`config.mk`:
```
export PLATFORM = sky130hd
export DESIGN_NAME = ship_state_engine_flat
export DESIGN_NICKNAME = d
export VERILOG_FILES = /design/src/rtl/showdown_pkg.sv /design/src/rtl/ship_state_engine_if.sv /design/src/rtl/ship_bullet.sv /design/src/rtl/ship_state_engine.sv /design/src/flat_wrapper.sv
export SDC_FILE = /design/constraint.sdc
export NUM_CORES = 1
export LEC_CHECK = 0
export ABC_AREA = 1
export BUFFER_PORTS_ARGS = -buffer_cell sky130_fd_sc_hd__buf_2
export CELL_PAD_IN_SITES_DETAIL_PLACEMENT = 0
export CELL_PAD_IN_SITES_GLOBAL_PLACEMENT = 1
export CORE_MARGIN = 1.5
export CORE_UTILIZATION = 45
export DETAILED_ROUTE_END_ITERATION = 16
export GPL_ROUTABILITY_DRIVEN = 0
export HOLD_SLACK_MARGIN = 0.1
export PLACE_DENSITY = 0.8
export SETUP_SLACK_MARGIN = 0.5
export SLEW_MARGIN = 5
export SYNTH_ARGS = -nofsm -noshare
export SYNTH_HDL_FRONTEND = slang
export SYNTH_SLANG_ARGS = --single-unit
```
`constraint.sdc`:
```
create_clock -name clk -period 10.1 [get_ports clk]
set_input_delay 1.01 -clock clk [delete_from_list [all_inputs] [get_ports clk]]
set_output_delay 1.01 -clock clk [all_outputs]
set_load 0.02 [all_outputs]
```
`src/rtl/showdown_pkg.sv`:
```
// Shared constants, types and saturating arithmetic helpers for the
// space-battle showdown ship logic.
package showdown_pkg;

  localparam int MAX_ACCEL    = 4;
  localparam int MAX_VEL      = 8;
  localparam int BOARD        = 64;
  localparam int MAX_ENERGY   = 80;
  localparam int RECHARGE     = 15;
  localparam int FIRE_COST    = 30;
  localparam int SHIELD_COST  = 25;
  localparam int CLOAK_COST   = 15;
  localparam int BULLET_SPEED = 9;
  localparam int BULLET_TIME  = 6;
  localparam int HIT_RADIUS   = 8;

  typedef enum logic [1:0] {
    DIR_RIGHT = 2'd0,
    DIR_DOWN  = 2'd1,
    DIR_LEFT  = 2'd2,
    DIR_UP    = 2'd3
  } fire_dir_e;

  typedef struct packed {
    logic signed [7:0] x;
    logic signed [7:0] y;
    logic signed [4:0] vx;
    logic signed [4:0] vy;
    logic [7:0]        energy;
    logic              destroyed;
  } ship_state_t;

  function automatic int clamp_int(input int v, input int lim);
    if (v > lim) return lim;
    if (v < -lim) return -lim;
    return v;
  endfunction

  // Clamp the raw acceleration first, then the resulting velocity.
  function automatic logic signed [4:0] next_vel(input logic signed [4:0] v,
                                                 input logic signed [3:0] a);
    int s;
    s = int'(v) + clamp_int(int'(a), MAX_ACCEL);
    return 5'(clamp_int(s, MAX_VEL));
  endfunction

  function automatic logic beyond_board(input int c);
    return (c > BOARD) || (c < -BOARD);
  endfunction

  function automatic logic within_radius(input int bx, input int by,
                                         input int sx, input int sy);
    int dx;
    int dy;
    dx = bx - sx;
    dy = by - sy;
    return (dx <= HIT_RADIUS) && (dx >= -HIT_RADIUS) &&
           (dy <= HIT_RADIUS) && (dy >= -HIT_RADIUS);
  endfunction

  function automatic logic [7:0] recharge(input logic [7:0] e);
    int s;
    s = int'(e) + RECHARGE;
    if (s > MAX_ENERGY) s = MAX_ENERGY;
    return 8'(s);
  endfunction

endpackage

```
`src/rtl/ship_state_engine_if.sv`:
```
// Per-player step bus between the game controller (master) and the
// authoritative ship_state_engine (slave).
interface ship_state_engine_if #(parameter int NUM_SHIPS = 3);

  // step is a one-cycle strobe with no back-pressure: every cycle step=1 the
  // engine consumes all action inputs and the results appear the next cycle.
  logic                 step;
  logic signed [3:0]    x_a [NUM_SHIPS];
  logic signed [3:0]    y_a [NUM_SHIPS];
  logic [NUM_SHIPS-1:0] attempt_fire;
  logic [NUM_SHIPS-1:0] attempt_shield;
  logic [NUM_SHIPS-1:0] attempt_cloak;
  logic [1:0]           fire_dir [NUM_SHIPS];
  logic signed [7:0]    enemy_bullet_x [NUM_SHIPS];
  logic signed [7:0]    enemy_bullet_y [NUM_SHIPS];
  logic [NUM_SHIPS-1:0] enemy_bullet_active;

  logic signed [7:0]    x [NUM_SHIPS];
  logic signed [7:0]    y [NUM_SHIPS];
  logic [7:0]           energy [NUM_SHIPS];
  logic [NUM_SHIPS-1:0] destroyed;
  logic [NUM_SHIPS-1:0] shielded;
  logic [NUM_SHIPS-1:0] cloaked;
  logic signed [7:0]    bullet_x [NUM_SHIPS];
  logic signed [7:0]    bullet_y [NUM_SHIPS];
  logic [NUM_SHIPS-1:0] bullet_active;

  modport master (
    output step, x_a, y_a, attempt_fire, attempt_shield, attempt_cloak,
           fire_dir, enemy_bullet_x, enemy_bullet_y, enemy_bullet_active,
    input  x, y, energy, destroyed, shielded, cloaked,
           bullet_x, bullet_y, bullet_active
  );

  modport slave (
    input  step, x_a, y_a, attempt_fire, attempt_shield, attempt_cloak,
           fire_dir, enemy_bullet_x, enemy_bullet_y, enemy_bullet_active,
    output x, y, energy, destroyed, shielded, cloaked,
           bullet_x, bullet_y, bullet_active
  );

endinterface

```
`src/rtl/ship_bullet.sv`:
```
// One ship's bullet: spawns at the ship's new position, then flies in its
// latched direction until its lifetime runs out or it leaves the board.
module ship_bullet
  import showdown_pkg::*;
#(
  parameter bit MIRROR = 1'b0
) (
  input  logic              clk,
  input  logic              reset,
  input  logic              step,
  input  logic              spawn,
  input  logic signed [7:0] spawn_x,
  input  logic signed [7:0] spawn_y,
  input  fire_dir_e         spawn_dir,
  output logic signed [7:0] bullet_x,
  output logic signed [7:0] bullet_y,
  output logic              bullet_active,
  output logic [2:0]        life
);

  fire_dir_e dir_q;
  int        dx;
  int        dy;
  int        next_x;
  int        next_y;
  logic      expire;

  // MIRROR flips only the horizontal component of the latched direction.
  always_comb begin
    dx = 0;
    dy = 0;
    case (dir_q)
      DIR_RIGHT: dx = MIRROR ? -BULLET_SPEED : BULLET_SPEED;
      DIR_LEFT:  dx = MIRROR ? BULLET_SPEED : -BULLET_SPEED;
      DIR_UP:    dy = BULLET_SPEED;
      DIR_DOWN:  dy = -BULLET_SPEED;
      default: begin
        dx = 0;
        dy = 0;
      end
    endcase
    next_x = int'(bullet_x) + dx;
    next_y = int'(bullet_y) + dy;
    expire = (life == 3'd1) || beyond_board(next_x) || beyond_board(next_y);
  end

  always_ff @(posedge clk) begin
    if (reset) begin
      bullet_x      <= '0;
      bullet_y      <= '0;
      bullet_active <= 1'b0;
      life          <= '0;
      dir_q         <= DIR_RIGHT;
    end else if (step) begin
      if (spawn) begin
        bullet_x      <= spawn_x;
        bullet_y      <= spawn_y;
        bullet_active <= 1'b1;
        life          <= 3'(BULLET_TIME);
        dir_q         <= spawn_dir;
      end else if (bullet_active) begin
        bullet_x <= 8'(next_x);
        bullet_y <= 8'(next_y);
        life     <= expire ? 3'd0 : life - 3'd1;
        if (expire) bullet_active <= 1'b0;
      end
    end
  end

endmodule

```
`src/rtl/ship_state_engine.sv`:
```
// Authoritative per-player ship updater: physics, energy budget, own bullets
// and enemy-bullet hit detection, all advanced once per step strobe.
module ship_state_engine
  import showdown_pkg::*;
#(
  parameter int NUM_SHIPS = 3,
  parameter int START_X   = -40,
  parameter bit MIRROR    = 1'b0
) (
  input logic               clk,
  input logic               reset,
  ship_state_engine_if.slave bus
);

  for (genvar i = 0; i < NUM_SHIPS; i++) begin : g_ship
    localparam logic signed [7:0] X0 = 8'(MIRROR ? -START_X : START_X);
    localparam logic signed [7:0] Y0 = 8'((i - 1) * 20);

    ship_state_t          cur;
    ship_state_t          nxt;
    logic signed [4:0]    new_vx;
    logic signed [4:0]    new_vy;
    logic signed [8:0]    new_x;
    logic signed [8:0]    new_y;
    logic [7:0]           e_work;
    logic                 fire_ok;
    logic                 shield_ok;
    logic                 cloak_ok;
    logic                 shielded_q;
    logic                 cloaked_q;
    logic [NUM_SHIPS-1:0] near;
    logic                 hit_any;
    logic                 bullet_act;
    logic signed [7:0]    bullet_x_w;
    logic signed [7:0]    bullet_y_w;
    logic [2:0]           bullet_life;

    // Position is summed at 9 bits so a ship leaving the board is seen as such.
    assign new_vx = next_vel(cur.vx, bus.x_a[i]);
    assign new_vy = next_vel(cur.vy, bus.y_a[i]);
    assign new_x  = 9'(int'(cur.x) + int'(new_vx));
    assign new_y  = 9'(int'(cur.y) + int'(new_vy));

    for (genvar j = 0; j < NUM_SHIPS; j++) begin : g_hit
      assign near[j] = bus.enemy_bullet_active[j] &&
                       within_radius(int'(bus.enemy_bullet_x[j]),
                                     int'(bus.enemy_bullet_y[j]),
                                     int'(new_x), int'(new_y));
    end
    assign hit_any = |near;

    always_comb begin
      nxt       = cur;
      e_work    = cur.energy;
      fire_ok   = 1'b0;
      shield_ok = 1'b0;
      cloak_ok  = 1'b0;
      if (!cur.destroyed) begin
        fire_ok = bus.attempt_fire[i] && !bullet_act && (int'(e_work) >= FIRE_COST);
        if (fire_ok) e_work = e_work - 8'(FIRE_COST);
        shield_ok = bus.attempt_shield[i] && (int'(e_work) >= SHIELD_COST);
        if (shield_ok) e_work = e_work - 8'(SHIELD_COST);
        cloak_ok = bus.attempt_cloak[i] && (int'(e_work) >= CLOAK_COST);
        if (cloak_ok) e_work = e_work - 8'(CLOAK_COST);
        nxt.x         = new_x[7:0];
        nxt.y         = new_y[7:0];
        nxt.vx        = new_vx;
        nxt.vy        = new_vy;
        nxt.energy    = recharge(e_work);
        nxt.destroyed = beyond_board(int'(new_x)) || beyond_board(int'(new_y)) ||
                        (hit_any && !shield_ok);
      end
    end

    always_ff @(posedge clk) begin
      if (reset) begin
        cur        <= '{x: X0, y: Y0, vx: '0, vy: '0,
                        energy: 8'(MAX_ENERGY), destroyed: 1'b0};
        shielded_q <= 1'b0;
        cloaked_q  <= 1'b0;
      end else if (bus.step) begin
        cur        <= nxt;
        shielded_q <= shield_ok;
        cloaked_q  <= cloak_ok;
      end
    end

    // A bullet already in flight keeps going even after its ship is destroyed.
    ship_bullet #(.MIRROR(MIRROR)) u_bullet (
      .clk           (clk),
      .reset         (reset),
      .step          (bus.step),
      .spawn         (fire_ok),
      .spawn_x       (new_x[7:0]),
      .spawn_y       (new_y[7:0]),
      .spawn_dir     (fire_dir_e'(bus.fire_dir[i])),
      .bullet_x      (bullet_x_w),
      .bullet_y      (bullet_y_w),
      .bullet_active (bullet_act),
      .life          (bullet_life)
    );

    assign bus.x[i]             = cur.x;
    assign bus.y[i]             = cur.y;
    assign bus.energy[i]        = cur.energy;
    assign bus.destroyed[i]     = cur.destroyed;
    assign bus.shielded[i]      = shielded_q;
    assign bus.cloaked[i]       = cloaked_q;
    assign bus.bullet_x[i]      = bullet_x_w;
    assign bus.bullet_y[i]      = bullet_y_w;
    assign bus.bullet_active[i] = bullet_act && (bullet_life != 3'd0);
  end

endmodule

```
`src/flat_wrapper.sv`:
```
// flat-port wrapper written by rule: the top's interface ports become plain ports
module ship_state_engine_flat import showdown_pkg::*;
#(
  parameter int NUM_SHIPS = 3,
  parameter int START_X   = -40,
  parameter bit MIRROR    = 1'b0
)
  (clk, reset, bus_step, bus_x_a, bus_y_a, bus_attempt_fire, bus_attempt_shield, bus_attempt_cloak, bus_fire_dir, bus_enemy_bullet_x, bus_enemy_bullet_y, bus_enemy_bullet_active, bus_x, bus_y, bus_energy, bus_destroyed, bus_shielded, bus_cloaked, bus_bullet_x, bus_bullet_y, bus_bullet_active);
  ship_state_engine_if #(.NUM_SHIPS(NUM_SHIPS)) bus_i ();
  input logic clk;
  input logic reset;
  input wire logic [$bits(bus_i.step)-1:0] bus_step;
  input wire logic [$bits(bus_i.x_a)-1:0] bus_x_a;
  input wire logic [$bits(bus_i.y_a)-1:0] bus_y_a;
  input wire logic [$bits(bus_i.attempt_fire)-1:0] bus_attempt_fire;
  input wire logic [$bits(bus_i.attempt_shield)-1:0] bus_attempt_shield;
  input wire logic [$bits(bus_i.attempt_cloak)-1:0] bus_attempt_cloak;
  input wire logic [$bits(bus_i.fire_dir)-1:0] bus_fire_dir;
  input wire logic [$bits(bus_i.enemy_bullet_x)-1:0] bus_enemy_bullet_x;
  input wire logic [$bits(bus_i.enemy_bullet_y)-1:0] bus_enemy_bullet_y;
  input wire logic [$bits(bus_i.enemy_bullet_active)-1:0] bus_enemy_bullet_active;
  output wire logic [$bits(bus_i.x)-1:0] bus_x;
  output wire logic [$bits(bus_i.y)-1:0] bus_y;
  output wire logic [$bits(bus_i.energy)-1:0] bus_energy;
  output wire logic [$bits(bus_i.destroyed)-1:0] bus_destroyed;
  output wire logic [$bits(bus_i.shielded)-1:0] bus_shielded;
  output wire logic [$bits(bus_i.cloaked)-1:0] bus_cloaked;
  output wire logic [$bits(bus_i.bullet_x)-1:0] bus_bullet_x;
  output wire logic [$bits(bus_i.bullet_y)-1:0] bus_bullet_y;
  output wire logic [$bits(bus_i.bullet_active)-1:0] bus_bullet_active;
  assign bus_i.step = bus_step;
  assign bus_i.x_a = {>>{bus_x_a}};
  assign bus_i.y_a = {>>{bus_y_a}};
  assign bus_i.attempt_fire = bus_attempt_fire;
  assign bus_i.attempt_shield = bus_attempt_shield;
  assign bus_i.attempt_cloak = bus_attempt_cloak;
  assign bus_i.fire_dir = {>>{bus_fire_dir}};
  assign bus_i.enemy_bullet_x = {>>{bus_enemy_bullet_x}};
  assign bus_i.enemy_bullet_y = {>>{bus_enemy_bullet_y}};
  assign bus_i.enemy_bullet_active = bus_enemy_bullet_active;
  assign bus_x = {>>{bus_i.x}};
  assign bus_y = {>>{bus_i.y}};
  assign bus_energy = {>>{bus_i.energy}};
  assign bus_destroyed = bus_i.destroyed;
  assign bus_shielded = bus_i.shielded;
  assign bus_cloaked = bus_i.cloaked;
  assign bus_bullet_x = {>>{bus_i.bullet_x}};
  assign bus_bullet_y = {>>{bus_i.bullet_y}};
  assign bus_bullet_active = bus_i.bullet_active;
  ship_state_engine #(.NUM_SHIPS(NUM_SHIPS), .START_X(START_X), .MIRROR(MIRROR)) u_core (.clk(clk), .reset(reset), .bus(bus_i));
endmodule
```
==> results.md <==
- Worst-margin pin slew: 1.190 ns
- Post-synthesis mux area share: 0
- Filler cells: 6453
- Area of the multi-input gates: 0.02150 mm^2
- Max-Cap Viols: 0
- Register Area: 0.003543 mm^2
- Post_cts resized: 0
- First-pass GRT wire length: 134100 um
- Die area: 0.06459 mm^2
- Final nets: 4845
- Finish-stage setup viols: 0
- Largest family of logic cells by synthesized area: simple AND/OR/NAND/NOR gates
- Max incr delay on CP: 0.64 ns
- Critical path required time: 10.54 ns
- RSZ-0062 raised after global routing: no
- CP arrival: 9.00 ns
- Net Count, Synth: 4736
- Vias per cell: 5.211
- Max Clk Rate: 0.1167 GHz
- # port buffers: 224
- Largest net degree at the start of global routing: 72
- Num rows: 91
- Area growth syn-to-layout: 6.952%
- Setup Total Neg Slack: 0 ns
- Critical path endpoint category: flip-flop
- 1st-iter DRT viols: 1523
- Vias: 26.82k
- Final HPWL DP: 69260 um
- Mapped cell area: 0.02838 mm^2
- Ys async rst share: 0
- Skew-Pair Late Insertion Delay: 0.51 ns
- Io pins: 225
- Layout Skew: 0.01927 ns
- Setup CP Type: in -> reg
- Final slew viol count: 0
- Postcts setup bufs: 0
- Routed WL: 85220 um
- CTS tree: built
- WHS: 0.4621 ns
- Synth Area in Compound Gates: 0.1466
- Die height: 254.1 um
- Antenna violations before repair: 7
- Global route overflow: 0
- Die X: 254.1 um
- Number of flops mapped to enable cells by yosys: 0
- Top FF cell, synth: dfxtp_1
- Worst Path Max Fanout: 13
- Clk sink count: 177
- CTS Buf Count: 17
- XOR/XNOR Fraction of Synth Area: 0.05925
- Root buf cell: clkbuf_16
- Final period util: 0.8481
- Final hold violation count: 0
- WL per Instance: 16.56 um
- Slowest CP cell: xor2_1
- Hold-fix buffers, CTS: 0
- Seq cells post-synth: 177
- Initial Utilization: 0.4574
- Outcome: finished clean
- Mapped Avg Cell Area: 6.779 um^2
- Slew HR: 0.2059
- TritonRoute pass-1 iters: 6
- DRC viols: 0
- Worst Hold Class: reg -> reg
- Post-Synthesis Cells: 4187
- Tmin final: 8.566 ns
- Final ANT Viol Nets: 0
- Number of global-route vias before repair: 24.99k
- Core area: 0.06205 mm^2
- Cell variety after synth: 68
- Layout cells sized above 1: 0.1003
- Power Dens Cells: 205.2 mW/mm^2
- Syn. warnings: 0
- Post-synthesis adder-cell area fraction: 0.2497
- Max clock buf depth: 2
- FF-to-FF setup slack: 2.33 ns
- Synth Area in Simple Gates: 0.3014
- Setup crit start kind: input port
- Critical path's most frequent cell: nand2_1
- Overall global routing resource usage: 0.2667
- H-tree depth: 4
- VDD IR max: 0.1491 mV
- Pleak: 15.39 nW
- Clock Pin Slew Worst Setup and Hold Paths: 0.08 ns
- Sequential element share of the synthesized area: 0.1248
[final cells by class]
| cell class | count | share of cell area |
|---|---|---|
| flip-flops and latches | 177 | 0.1167 |
| diodes | 1 | 0.00008244 |
| inverters | 649 | 0.08050 |
| clock buffers | 17 | 0.01401 |
| repair buffers | 241 | 0.04122 |
| multi-input cells | 3210 | 0.7082 |
| well taps | 837 | 0.03450 |
| clock inverters | 15 | 0.004740 |
[Yosys cell counts, drive strengths merged, types with 4 or more instances]
cell type,n,share of area
a31oi,29,0.0064
inv,639,0.085
nor2,364,0.054
a21oi,291,0.052
nand3b,18,0.0048
xnor2,68,0.021
a2111oi,6,0.0019
o41ai,5,0.0015
fa,184,0.13
a21o,18,0.0048
nand2,926,0.14
o21bai,28,0.0078
nor4,50,0.011
o21a,12,0.0032
a21boi,4,0.0011
or2,9,0.0020
nand3,254,0.047
buf,96,0.025
nor3,75,0.013
or4,10,0.0026
a211oi,11,0.0029
clkinv,10,0.0015
o31ai,7,0.0019
a22oi,15,0.0040
nor3b,21,0.0056
xor2,124,0.038
o211ai,28,0.0074
o21ai,259,0.046
nand4,89,0.021
ha,272,0.12
dfxtp,177,0.12
clkbuf,55,0.0073
[logic make-up (layout without fill, tap and decap cells)]
| logic type | Yosys count | in the layout |
|---|---|---|
| buf+inv | 800 | 922 |
| simple gates | 1828 | 1828 |
| compound gates | 734 | 734 |
| fa+ha+maj | 456 | 456 |
| xor+xnor | 192 | 192 |
| flops | 177 | 177 |
| other cells | 0 | 1 |
[stage by stage]
stage | instances | setup slack, ns | instance area [um^2] | utilization | power [mW]
floorplan | 4187 | 2.402 | 28380 | - | 4.477
global placement | 5114 | 1.017 | 29780 | 0.4800 | 5.502
detailed placement | 5114 | 1.039 | 29780 | 0.4800 | 5.504
CTS | 5146 | 1.546 | 30350 | 0.4891 | 6.231
global route | 5147 | 0.6058 | 30360 | 0.4892 | 6.906
finish | 5147 | 1.534 | 30360 | 0.4892 | 6.230
[cell usage in the layout, fill, tap and decap left out, types with 26 or more instances in the layout]
| master | instances |
|---|---|
| xor2_1 | 124 |
| inv_1 | 628 |
| nand3_1 | 245 |
| o21bai_1 | 27 |
| dfxtp_1 | 177 |
| ha_1 | 272 |
| nor4_1 | 50 |
| nand2_2 | 60 |
| buf_2 | 223 |
| a31oi_1 | 29 |
| o211ai_1 | 28 |
| fa_1 | 184 |
| nand4_1 | 84 |
| o21ai_0 | 253 |
| nor2_1 | 336 |
| nor3_1 | 75 |
| nand2_1 | 837 |
| xnor2_1 | 68 |
| a21oi_1 | 289 |
| nand2_4 | 26 |
[registers in the layout, indices dropped and copies added (netlist names)]
register                              flops
u_core.bus.energy                        24
u_core.g_ship.u_bullet.bullet_x          24
u_core.g_ship.cloaked_q                   3
u_core.g_ship.u_bullet.bullet_active      3
u_core.g_ship.u_bullet.bullet_y          24
u_core.g_ship.cur                        30
u_core.bus.destroyed                      3
u_core.g_ship.u_bullet.life               9
u_core.g_ship.shielded_q                  3
u_core.bus.y                             24
u_core.g_ship.u_bullet.dir_q              6
u_core.bus.x                             24
[layer usage]
layer  track usage  routed length (um)  up-vias
li1              -                   -    13890
met1        0.3595               39960    12270
met2        0.4322               38230      544
met3       0.05011                4983      101
met4       0.07993                1991       10
met5             0                  48        -
[report_power, final]
| part | internal [mW] | switching [mW] | total (mW) |
|---|---|---|---|
| Combinational | 1.63 | 2.98 | 4.61 |
| Clock | 0.327 | 0.373 | 0.699 |
| Sequential | 0.796 | 0.129 | 0.925 |
[critical path: cells and delay by family]
family,cells,cell delay (ns)
AND/OR/NAND/NOR,27,3.62
AO/OA/AOI/OAI,3,0.43
adder cells (fa/ha/maj),6,1.86
XOR/XNOR,2,0.81
buffers and inverters,6,1.27
[path summary, 6_finish.rpt]
kind / from / to / cells after the start
min: u_core.g_ship[1].shielded_q / u_core.g_ship[1].shielded_q / 2
max reg2reg: u_core.g_ship[0].cur[13] / u_core.bus.destroyed[0] / 36
max: bus_x_a[11] / u_core.bus.destroyed[0] / 44
min reg2reg: u_core.g_ship[1].shielded_q / u_core.g_ship[1].shielded_q / 2
(Power assumes the default switching activity.)
